[src/rtl/stochastic_frame_controller_if.sv]
// Handshake and datapath bundle between the frame controller, the LFSR, the ReSC core and the result consumer.
interface stochastic_frame_controller_if #(
   parameter int WIDTH = 10
) ();
   logic             start;
   logic [WIDTH-1:0] x_value;
   logic [WIDTH-1:0] lfsr_data;
   logic             lfsr_restart;
   logic             lfsr_enable;
   logic             x_bit;
   logic             z_bit;
   logic             busy;
   logic             result_valid;
   logic             result_ready;
   logic [WIDTH:0]   z_count;

   modport master (
      input  start, x_value, lfsr_data, z_bit, result_ready,
      output lfsr_restart, lfsr_enable, x_bit, busy, result_valid, z_count
   );

   modport slave (
      output start, x_value, lfsr_data, z_bit, result_ready,
      input  lfsr_restart, lfsr_enable, x_bit, busy, result_valid, z_count
   );
endinterface

[src/rtl/stochastic_frame_controller.sv]
// Runs the LFSR for one full period, emits x_bit = (lfsr_data < x_reg) and counts z_bit ones;
// result appears 2^WIDTH+2 cycles after start and is held under result_valid until result_ready.
module stochastic_frame_controller #(
   parameter int WIDTH = 10
) (
   input  logic clk,
   input  logic reset,
   stochastic_frame_controller_if.master bus
);
   localparam logic [1:0] IDLE = 2'd0;
   localparam logic [1:0] LOAD = 2'd1;
   localparam logic [1:0] RUN  = 2'd2;
   localparam logic [1:0] DONE = 2'd3;

   logic [1:0]       state;
   logic [WIDTH-1:0] x_reg;
   logic [WIDTH-1:0] cycle_cnt;
   logic [WIDTH:0]   ones_cnt;

   always_ff @(posedge clk or posedge reset) begin
      if (reset) begin
         state     <= IDLE;
         x_reg     <= '0;
         cycle_cnt <= '0;
         ones_cnt  <= '0;
      end else begin
         case (state)
            IDLE: begin
               if (bus.start) begin
                  x_reg     <= bus.x_value;
                  cycle_cnt <= '0;
                  ones_cnt  <= '0;
                  state     <= LOAD;
               end
            end
            LOAD: state <= RUN;
            RUN: begin
               cycle_cnt <= cycle_cnt + 1'b1;
               if (bus.z_bit) begin
                  ones_cnt <= ones_cnt + 1'b1;
               end
               // Wrap of the cycle counter marks the last word of the LFSR period.
               if (cycle_cnt == '1) begin
                  state <= DONE;
               end
            end
            DONE: begin
               if (bus.result_ready) begin
                  state <= IDLE;
               end
            end
            default: state <= IDLE;
         endcase
      end
   end

   assign bus.lfsr_restart = (state == LOAD);
   assign bus.lfsr_enable  = (state == RUN);
   assign bus.busy         = (state == LOAD) || (state == RUN);
   assign bus.result_valid = (state == DONE);
   assign bus.z_count      = ones_cnt;
   // Only combinational output: the core needs the bit in the same cycle as lfsr_data.
   assign bus.x_bit        = (state == RUN) && (bus.lfsr_data < x_reg);
endmodule

[src/flat_wrapper.sv]
// flat-port wrapper written by rule: the top's interface ports become plain ports
module stochastic_frame_controller_flat 
#(
   parameter int WIDTH = 10
)
  (clk, reset, bus_start, bus_x_value, bus_lfsr_data, bus_z_bit, bus_result_ready, bus_lfsr_restart, bus_lfsr_enable, bus_x_bit, bus_busy, bus_result_valid, bus_z_count);
  stochastic_frame_controller_if #(.WIDTH(WIDTH)) bus_i ();
  input  logic clk;
  input  logic reset;
  input wire logic [$bits(bus_i.start)-1:0] bus_start;
  input wire logic [$bits(bus_i.x_value)-1:0] bus_x_value;
  input wire logic [$bits(bus_i.lfsr_data)-1:0] bus_lfsr_data;
  input wire logic [$bits(bus_i.z_bit)-1:0] bus_z_bit;
  input wire logic [$bits(bus_i.result_ready)-1:0] bus_result_ready;
  output wire logic [$bits(bus_i.lfsr_restart)-1:0] bus_lfsr_restart;
  output wire logic [$bits(bus_i.lfsr_enable)-1:0] bus_lfsr_enable;
  output wire logic [$bits(bus_i.x_bit)-1:0] bus_x_bit;
  output wire logic [$bits(bus_i.busy)-1:0] bus_busy;
  output wire logic [$bits(bus_i.result_valid)-1:0] bus_result_valid;
  output wire logic [$bits(bus_i.z_count)-1:0] bus_z_count;
  assign bus_i.start = bus_start;
  assign bus_i.x_value = bus_x_value;
  assign bus_i.lfsr_data = bus_lfsr_data;
  assign bus_i.z_bit = bus_z_bit;
  assign bus_i.result_ready = bus_result_ready;
  assign bus_lfsr_restart = bus_i.lfsr_restart;
  assign bus_lfsr_enable = bus_i.lfsr_enable;
  assign bus_x_bit = bus_i.x_bit;
  assign bus_busy = bus_i.busy;
  assign bus_result_valid = bus_i.result_valid;
  assign bus_z_count = bus_i.z_count;
  stochastic_frame_controller #(.WIDTH(WIDTH)) u_core (.clk(clk), .reset(reset), .bus(bus_i));
endmodule
[config.mk]
export PLATFORM = sky130hd
export DESIGN_NAME = stochastic_frame_controller_flat
export DESIGN_NICKNAME = d
export VERILOG_FILES = /design/src/rtl/stochastic_frame_controller_if.sv /design/src/rtl/stochastic_frame_controller.sv /design/src/flat_wrapper.sv
export SDC_FILE = /design/constraint.sdc
export NUM_CORES = 1
export LEC_CHECK = 0
export BUFFER_PORTS_ARGS = -buffer_cell sky130_fd_sc_hd__buf_4
export CAP_MARGIN = 20
export CORE_MARGIN = 1
export CORE_UTILIZATION = 48
export DETAILED_ROUTE_END_ITERATION = 10
export GPL_TIMING_DRIVEN = 0
export PLACE_DENSITY = 0.74
export RECOVER_POWER = 25
export SETUP_SLACK_MARGIN = 0.3
export SLEW_MARGIN = 30
export SYNTH_ARGS = -nofsm -noshare
export SYNTH_HDL_FRONTEND = slang
export SYNTH_SLANG_ARGS = --single-unit
[constraint.sdc]
create_clock -name clk -period 1.6 [get_ports clk]
set_input_delay 0.4 -clock clk [delete_from_list [all_inputs] [get_ports clk]]
set_output_delay 0.4 -clock clk [all_outputs]
set_load 0.01 [all_outputs]
==> results of run 1 <==
## critical path: cells and delay by family (launching register included)
family / cells / cell delay, ns
fa+ha+maj: 1 / 0.14
flops: 1 / 0.40
buf+inv: 3 / 0.32
compound gates: 1 / 0.11
simple gates: 2 / 0.33
## what timing repair did
action,in CTS,in global routing
resized for setup,42,23
setup endpoints to repair,39,42
hold endpoints to repair,0,0
gates cloned,1,0
pin swaps,12,7
buffers inserted,10,9
## metal layers
layer	wire length [um]	global-route usage, %
met1	1960	29.0
met2	2590	41.1
met4	96	6.39
met5	0	0
met3	173	6.07
## layout make-up
type | instances | share of cell area [%]
buffer | 3 | 1.66
timing repair buffer | 60 | 17.4
clock buffer | 7 | 3.37
sequential | 33 | 29.1
inverter | 12 | 1.75
tap | 48 | 2.10
multi-input combinational | 133 | 44.5
clock inverter | 1 | 0.175
## metrics by stage
stage | util, % | cell area (um2) | setup WS, ns | total power, mW | setup TNS, ns
6_report | 77.5 | 2860 | -0.401 | 4.47 | -1.80
3_5_place_dp | 63.1 | 2330 | -0.272 | 2.87 | -1.10
5_1_grt | 77.5 | 2860 | -0.441 | 4.74 | -3.01
4_1_cts | 73.9 | 2730 | -0.367 | 4.21 | -1.31
2_1_floorplan | - | 1970 | 0.0284 | 2.43 | 0
3_3_place_gp | 63.1 | 2330 | -0.205 | 2.78 | -0.485
## final timing paths
check / from / end / slack, ns / cells after the start
setup / recovery: u_core.state[0] / bus_x_bit / -0.40 / 7
hold / removal: bus_x_value[0] / u_core.x_reg[0] / 0.34 / 2
setup reg to reg: u_core.state[0] / u_core.bus.z_count[8] / -0.15 / 8
hold reg to reg: u_core.x_reg[4] / u_core.x_reg[4] / 0.51 / 1
max in group asynchronous: reset / u_core.bus.z_count[7] / 0.25 / 2
min in group asynchronous: reset / u_core.x_reg[7] / 0.48 / 2
## synthesized netlist by cell type
cell      number  share of area, %
mux2_2        11               6.6
nor4b_2        2               1.6
ha_1          16                11
nor2b_1        3               1.0
nand3_1        6               1.6
o221ai_1       1              0.47
nor3_1         5               1.3
clkbuf_1       2              0.40
a211oi_1       2              0.80
nor3b_1        1              0.40
and4_1         1              0.47
a41oi_1        3               1.4
nand4_1        5               1.7
or4_1          1              0.40
xnor2_1        5               2.3
nand2_1       16               3.2
mux2i_1        1              0.54
o21ai_0       11               2.9
a22o_1         1              0.47
nor2_1        13               2.6
or2b_1         1              0.40
a32o_1         1              0.54
nand4_4        1               1.1
buf_2          1              0.27
xor2_1         5               2.3
nand2b_1       2              0.67
a21o_1         1              0.40
and2_1         3               1.0
inv_1         12               2.4
mux2i_2        1              0.74
or3_1          5               1.7
nor4_1         1              0.34
and3_1         1              0.34
mux2_4         1              0.80
a21oi_1        6               1.6
dfrtp_1       33                44
## power breakdown
part           switching [mW]  leakage (nW)  internal (mW)
Sequential              0.181         0.425           1.06
Combinational            1.16         0.830           1.37
Clock                   0.316        0.0542          0.389
## cell families (layout without fill, tap and decap cells)
logic type | Yosys count | after routing | synth area share (%)
flip-flops | 33 | 33 | 44.2
adder cells (fa/ha/maj) | 16 | 16 | 10.7
AND/OR/NAND/NOR | 67 | 67 | 19.9
multiplexers | 14 | 14 | 8.71
AO/OA/AOI/OAI | 26 | 26 | 8.65
XOR/XNOR | 10 | 10 | 4.69
buffers and inverters | 15 | 83 | 3.08
==> impl_metrics.ini, run 1 <==
[status]
status = complete, but fails checks
violations = setup timing

[yosys]
synth_cells = 181
netlist_area_um2 = 1870
syn-num-nets = 222
yosys_warnings = 0
seq_area_frac_synth_pct = 44.2
syn_avg_cell_area_um2 = 10.3
synth_cell_types = 36
synth_seq_cells = 33

[layout]
final_cell_mix = 52 x buf_4, 29 x dfrtp_1, 14 x nand2_1
multiInputGateArea_um2 = 1270
fillers = 233
largest_reg_flops = 11
fin_nets = 289
syn_to_final_growth_pct = 53.2
drive_above_1_share_pct = 51.8
diodes = 0
regArea_um2 = 831
final_common_cell = buf_4
fin_cells = 297

[sta]
period_share_pct = 125
fmax_mhz = 500
grt_setup_unrepaired = yes
slew_viol_final = 0
max-slew-margin-rel_pct = 12.3
fin_crit_ns = 2.00
setup_viol = 16
fin_hold_ws_ns = 0.339
setup_ws_ns = -0.401
worst_pin_slew_ns = 1.31
hold_violations = 0
finalClockSkew_ns = 0.00626

[floorplan]
die_area_um2 = 4140
row_count = 22
die_w_um = 64.4
initial_core_util_pct = 50.6
core-area_um2 = 3690
die_h_um = 64.4
num_io_pins = 41

[critical_path]
cp_data_arrival_time_ns = 1.60
cp_max_fo = 2
critical_path.slowest_cell = dfrtp_1
critPathMaxStageDelay_ns = 0.40
cp_cell_sequence = inv_2 -> ha_4 -> buf_8 -> nor2b_1 -> o21ai_1 -> nor3_2 -> buf_4
path_class = register to primary output
cp_data_required_time_ns = 1.20
worstSetupStartpointType = register
cp-end-kind = primary output

[global_routing]
grt_usage_pct = 23.7
grt_start_max_net_pins = 34
antenna_found_initial = 0
grt-ovfl-total = 0
grt_pass1_wl_um = 7530
grt_pass1_vias = 1656

[clock_network]
cts_max_level = 2
hold_buffers = 0
numCtsBuffers = 5
cts_buffer_depth = 2
clkLatencyLatePin_ns = 0.29
root_buffer = clkbuf_8
cts_tree = done
path_clk_slew_ns = 0.07
cts.sinks = 33

[detailed_routing]
drt-initial-drc-count = 65
post_drt_wl_per_cell_um = 16.2
routed_wl_um = 4820
drtAntennaViolNets = 0
dr_total_vias = 1654
drtPass1Iterations = 4
drc_errors = 0
vias_per_cell = 5.57

[placed_design]
dpl.hpwl_um = 2990
numPortBuffers = 40
gp_congestion = 0.788
placed_cells = 269

[power_and_ir_drop]
ir_worst_vdd_v = 0.00127
cellLeakagePower_nw = 1.31
power_density_nw_per_um2 = 1560

[min_path]
hold_path.class = input pin to register

[flow_run]
cap_viol_max_count = 0
(Power assumes the default switching activity.)
==> run 2: changes to the inputs <==
CORE_ASPECT_RATIO = 0.7   (was default)
SKIP_CTS_REPAIR_TIMING = 1   (was default)
==> run 2 against run 1 <==
The run still ends with setup timing left. Non-clock buffer count grew 9. Sequential cell count is the same. Routed wire length grew 22%. Register-to-register slack lost 0.14 ns. Setup slack gained 0.010 ns. Combinational power grew 15%. Global-route usage shrank 0.46 points. First-iteration DRC count is the same. Hold slack lost 0.0058 ns. Core utilization grew 4.3 points. Clock power shrank 10%. Critical endpoint unchanged. Largest cell class unchanged. Highest routed layer unchanged.
==> impl_metrics.ini, run 2 (synthesis results as in run 1) <==
[status]
status = complete, but fails checks
violations = setup timing

[floorplan]
die_w_um = 76.5
die_h_um = 54.2
core-area_um2 = 3630
num_io_pins = 41
initial_core_util_pct = 51.5
die_area_um2 = 4150
row_count = 18

[sta]
setup_ws_ns = -0.390
grt_setup_unrepaired = yes
setup_viol = 29
fin_crit_ns = 1.99
finalClockSkew_ns = 0.00649
hold_violations = 0
slew_viol_final = 0
fmax_mhz = 502
max-slew-margin-rel_pct = 16.4
period_share_pct = 124
worst_pin_slew_ns = 1.25

[global_routing]
grt-ovfl-total = 0
use_met3_pct = 5.42
antenna_found_initial = 0
grt_pass1_wl_um = 7150
grt_most_used_layer = met2
grt_pass1_vias = 1547
grt_start_max_net_pins = 34
grt_usage_pct = 23.3
met1_usage_pct = 28.7
use_met2_pct = 39.6

[layout]
syn_to_final_growth_pct = 59.0
fin_cells = 308
fin_nets = 298
largest_reg_flops = 11
final_common_cell = buf_4
final_cell_mix = 58 x buf_4, 28 x dfrtp_1, 14 x nand2_1
final_core_utilization_pct = 81.8
multiInputGateArea_um2 = 1330
fillers = 184
drive_above_1_share_pct = 54.3
regArea_um2 = 832
diodes = 0

[flow_run]
cap_viol_max_count = 0

[placed_design]
dpl.hpwl_um = 3160
placed_cells = 271
gp_congestion = 0.846
place_ws_ns = -0.267
numPortBuffers = 40

[detailed_routing]
drtPass1Iterations = 4
dr_total_vias = 1753
post_drt_wl_per_cell_um = 19.1
vias_per_cell = 5.69
drtAntennaViolNets = 0
drt-initial-drc-count = 65
drc_errors = 0
routed_wl_um = 5880

[critical_path]
path_class = register to primary output
cp_max_fo = 2
cp_data_required_time_ns = 1.20
worstSetupStartpointType = register
cp_data_arrival_time_ns = 1.59
cp-end-kind = primary output

[power_and_ir_drop]
power_density_nw_per_um2 = 1610
finalPower_mw = 4.79
cellLeakagePower_nw = 1.36
ir_worst_vdd_v = 0.00135

[clock_network]
cts_max_level = 2
root_buffer = clkbuf_8
cts_buffer_depth = 2
numCtsBuffers = 5
clkLatencyLatePin_ns = 0.30
path_clk_slew_ns = 0.07
cts.sinks = 33
cts_tree = done

[min_path]
hold_path.class = input pin to register
## run 2: changes by cell type in the layout (fill, tap and decap cells not counted), moves of 2 or more
cell      change
buf_4         +6
buf_6         +3
clkbuf_1      +3
a21oi_1       -2
a21oi_2       +2
clkbuf_8      -2
mux2_2        +2
mux2_4        -2
nor2_2        -2
or3_1         -2
or3_4         +2
## run 2: cell type report
cell class                      count  area share (%)
Multi-Input combinational cell    133            44.8
Sequential cell                    33            28.0
Timing Repair Buffer               69            19.5
Clock buffer                        8            2.70
Tap cell                           50            2.11
Inverter                           12            1.60
Buffer                              3            1.26
## run 2: worst paths after layout
path / slack, ns / end / depth (start not counted) / from
worst max-delay path: -0.39 / bus_x_bit / 6 / u_core.x_reg[7]
worst min-delay path: 0.33 / u_core.x_reg[2] / 2 / bus_x_value[2]
max in group asynchronous: 0.32 / u_core.bus.z_count[7] / 2 / reset
worst max register to register: -0.29 / u_core.bus.z_count[7] / 7 / u_core.state[0]
min in group asynchronous: 0.45 / u_core.bus.z_count[5] / 2 / reset
worst min register to register: 0.51 / u_core.x_reg[2] / 1 / u_core.x_reg[2]
## run 2: critical path, cell delays in order, from the launching register on
cell,delay [ns]
dfrtp_1,0.38
inv_2,0.06
ha_4,0.27
nand4_1,0.17
nor3b_2,0.23
nor3_2,0.05
buf_4,0.14
## run 2: power breakdown
| group | internal, mW | switching (mW) | leakage [nW] |
|---|---|---|---|
| clock network | 0.309 | 0.324 | 0.0395 |
| logic | 1.57 | 1.32 | 0.899 |
| registers | 1.06 | 0.199 | 0.424 |
| total | 2.94 | 1.85 | 1.36 |
## run 2: layer usage
layer	share of wire, %	vias to the layer above
met2	52	58
li1	-	801
met5	0	-
met3	3.9	9
met1	42	885
met4	1.6	0
## run 2: through the flow
stage               TNS, ns  hold WS, ns  area [um2]
floorplan                 0        0.479        1970
global placement     -0.484        0.488        2330
detailed placement    -1.26        0.493        2330
CTS                   -1.80        0.249        2410
global route          -6.47        0.332        2970
finish                -4.31        0.333        2970
==> run 3: changes to the inputs <==
BUFFER_PORTS_ARGS = default   (was -buffer_cell sky130_fd_sc_hd__buf_4)
CORE_MARGIN = 3   (was 1)
CORE_UTILIZATION = 50   (was 48)
DONT_BUFFER_PORTS = 1   (was default)
PLACE_DENSITY = 0.67   (was 0.74)
==> run 3 against run 2 <==
The flow still finishes with violations (setup timing). Final area decreased by 18%. Count of clock-buffer cells in the layout decreased by 1. Setup slack got worse by 0.0049 ns. Global-route usage decreased by 4.2 points. Total power decreased by 17%. Critical path type unchanged. Largest cell class unchanged. Highest routed layer unchanged.
==> impl_metrics.ini, run 3 (synthesis results as in run 1) <==
[placed_design]
place_ws_ns = -0.248
gp_congestion = 0.783
numPortBuffers = 0
dpl.hpwl_um = 2950
dpl_cell_area_um2 = 2030
placed_cells = 228

[floorplan]
initial_core_util_pct = 55.5
num_io_pins = 41
row_count = 17
core-area_um2 = 3360
die_w_um = 79.0
die_area_um2 = 4510
die_h_um = 57.1

[layout]
final_common_cell = dfrtp_1
syn_to_final_growth_pct = 29.6
fin_cells = 248
final_cell_mix = 32 x dfrtp_1, 13 x nand2_1, 13 x ha_1
diodes = 0
final_core_utilization_pct = 72.0
drive_above_1_share_pct = 37.3
largest_reg_flops = 11
fillers = 248
multiInputGateArea_um2 = 1220
stdcell_area_um2 = 2420
fin_nets = 241
regArea_um2 = 827

[global_routing]
grt_usage_pct = 19.0
grt_start_max_net_pins = 34
grt-ovfl-total = 0
antenna_found_initial = 0
grt_pass1_wl_um = 6630
grt_pass1_vias = 1384

[critical_path]
cp_max_fo = 2
path_class = register to primary output
worstSetupStartpointType = register
cp_data_required_time_ns = 1.20
cp-end-kind = primary output
cp_data_arrival_time_ns = 1.60

[clock_network]
root_buffer = clkbuf_8
cts.sinks = 33
cts_max_level = 2
numCtsBuffers = 5
clkLatencyLatePin_ns = 0.30
path_clk_slew_ns = 0.07
cts_tree = done
cts_buffer_depth = 2

[sta]
finalClockSkew_ns = 0.00593
max-slew-margin-rel_pct = 16.8
period_share_pct = 125
fin_crit_ns = 2.00
grt_setup_unrepaired = yes
setup_viol = 17
setup_ws_ns = -0.395
worst_pin_slew_ns = 1.25
fin_hold_ws_ns = 0.234
fmax_mhz = 501
slew_viol_final = 0
fin_tns_setup_ns = -2.93
hold_violations = 0

[power_and_ir_drop]
cellLeakagePower_nw = 1.06
finalPower_mw = 3.99
ir_worst_vdd_v = 0.00140
power_density_nw_per_um2 = 1650

[detailed_routing]
dr_total_vias = 1405
vias_per_cell = 5.67
routed_wl_um = 4220
drc_errors = 0
post_drt_wl_per_cell_um = 17.0
drt-initial-drc-count = 102
drtAntennaViolNets = 0
drtPass1Iterations = 4

[min_path]
hold_path.class = input pin to register

[status]
status = complete, but fails checks
violations = setup timing

[flow_run]
cap_viol_max_count = 0
[run 3: path summary, 6_finish.rpt]
path / slack, ns / startpoint / endpoint / cells after the start
min reg2reg: 0.51 / u_core.x_reg[7] / u_core.x_reg[7] / 1
max reg2reg: -0.23 / u_core.state[1] / u_core.bus.z_count[10] / 8
min: 0.23 / bus_z_bit / u_core.bus.z_count[0] / 2
max: -0.40 / u_core.x_reg[3] / bus_x_bit / 6
min in group asynchronous: 0.34 / reset / u_core.cycle_cnt[2] / 1
max in group asynchronous: 0.44 / reset / u_core.state[1] / 1
[run 3: cell type report]
| cell class | count | share of cell area (%) |
|---|---|---|
| multi-input combinational | 133 | 50.5 |
| clock inverter | 1 | 0.207 |
| tap | 47 | 2.43 |
| sequential | 33 | 34.2 |
| timing repair buffer | 12 | 5.22 |
| clock buffer | 7 | 3.98 |
| buffer | 3 | 1.55 |
| inverter | 12 | 1.96 |
[run 3: report_power, final]
group	internal, mW	total, mW	switching (mW)
sequential	1.06	1.25	0.190
combinational	1.05	2.03	0.986
clock	0.389	0.707	0.319
[run 3: routing by layer]
metal	GRT usage (%)	routed length, um	share of wire (%)	up-vias
li1	-	-	-	677
met2	28.7	2020	48	42
met3	9.31	309	7.3	4
met1	24.8	1870	44	682
met5	0	0	0	-
met4	4.66	33	0.78	0
[run 3: critical path: stages, from the launching register on]
cell and delay (ns):
dfrtp_1 0.40, inv_2 0.07, ha_4 0.19, a21o_1 0.17
a21oi_2 0.15, nor3b_2 0.07, nor3_2 0.25
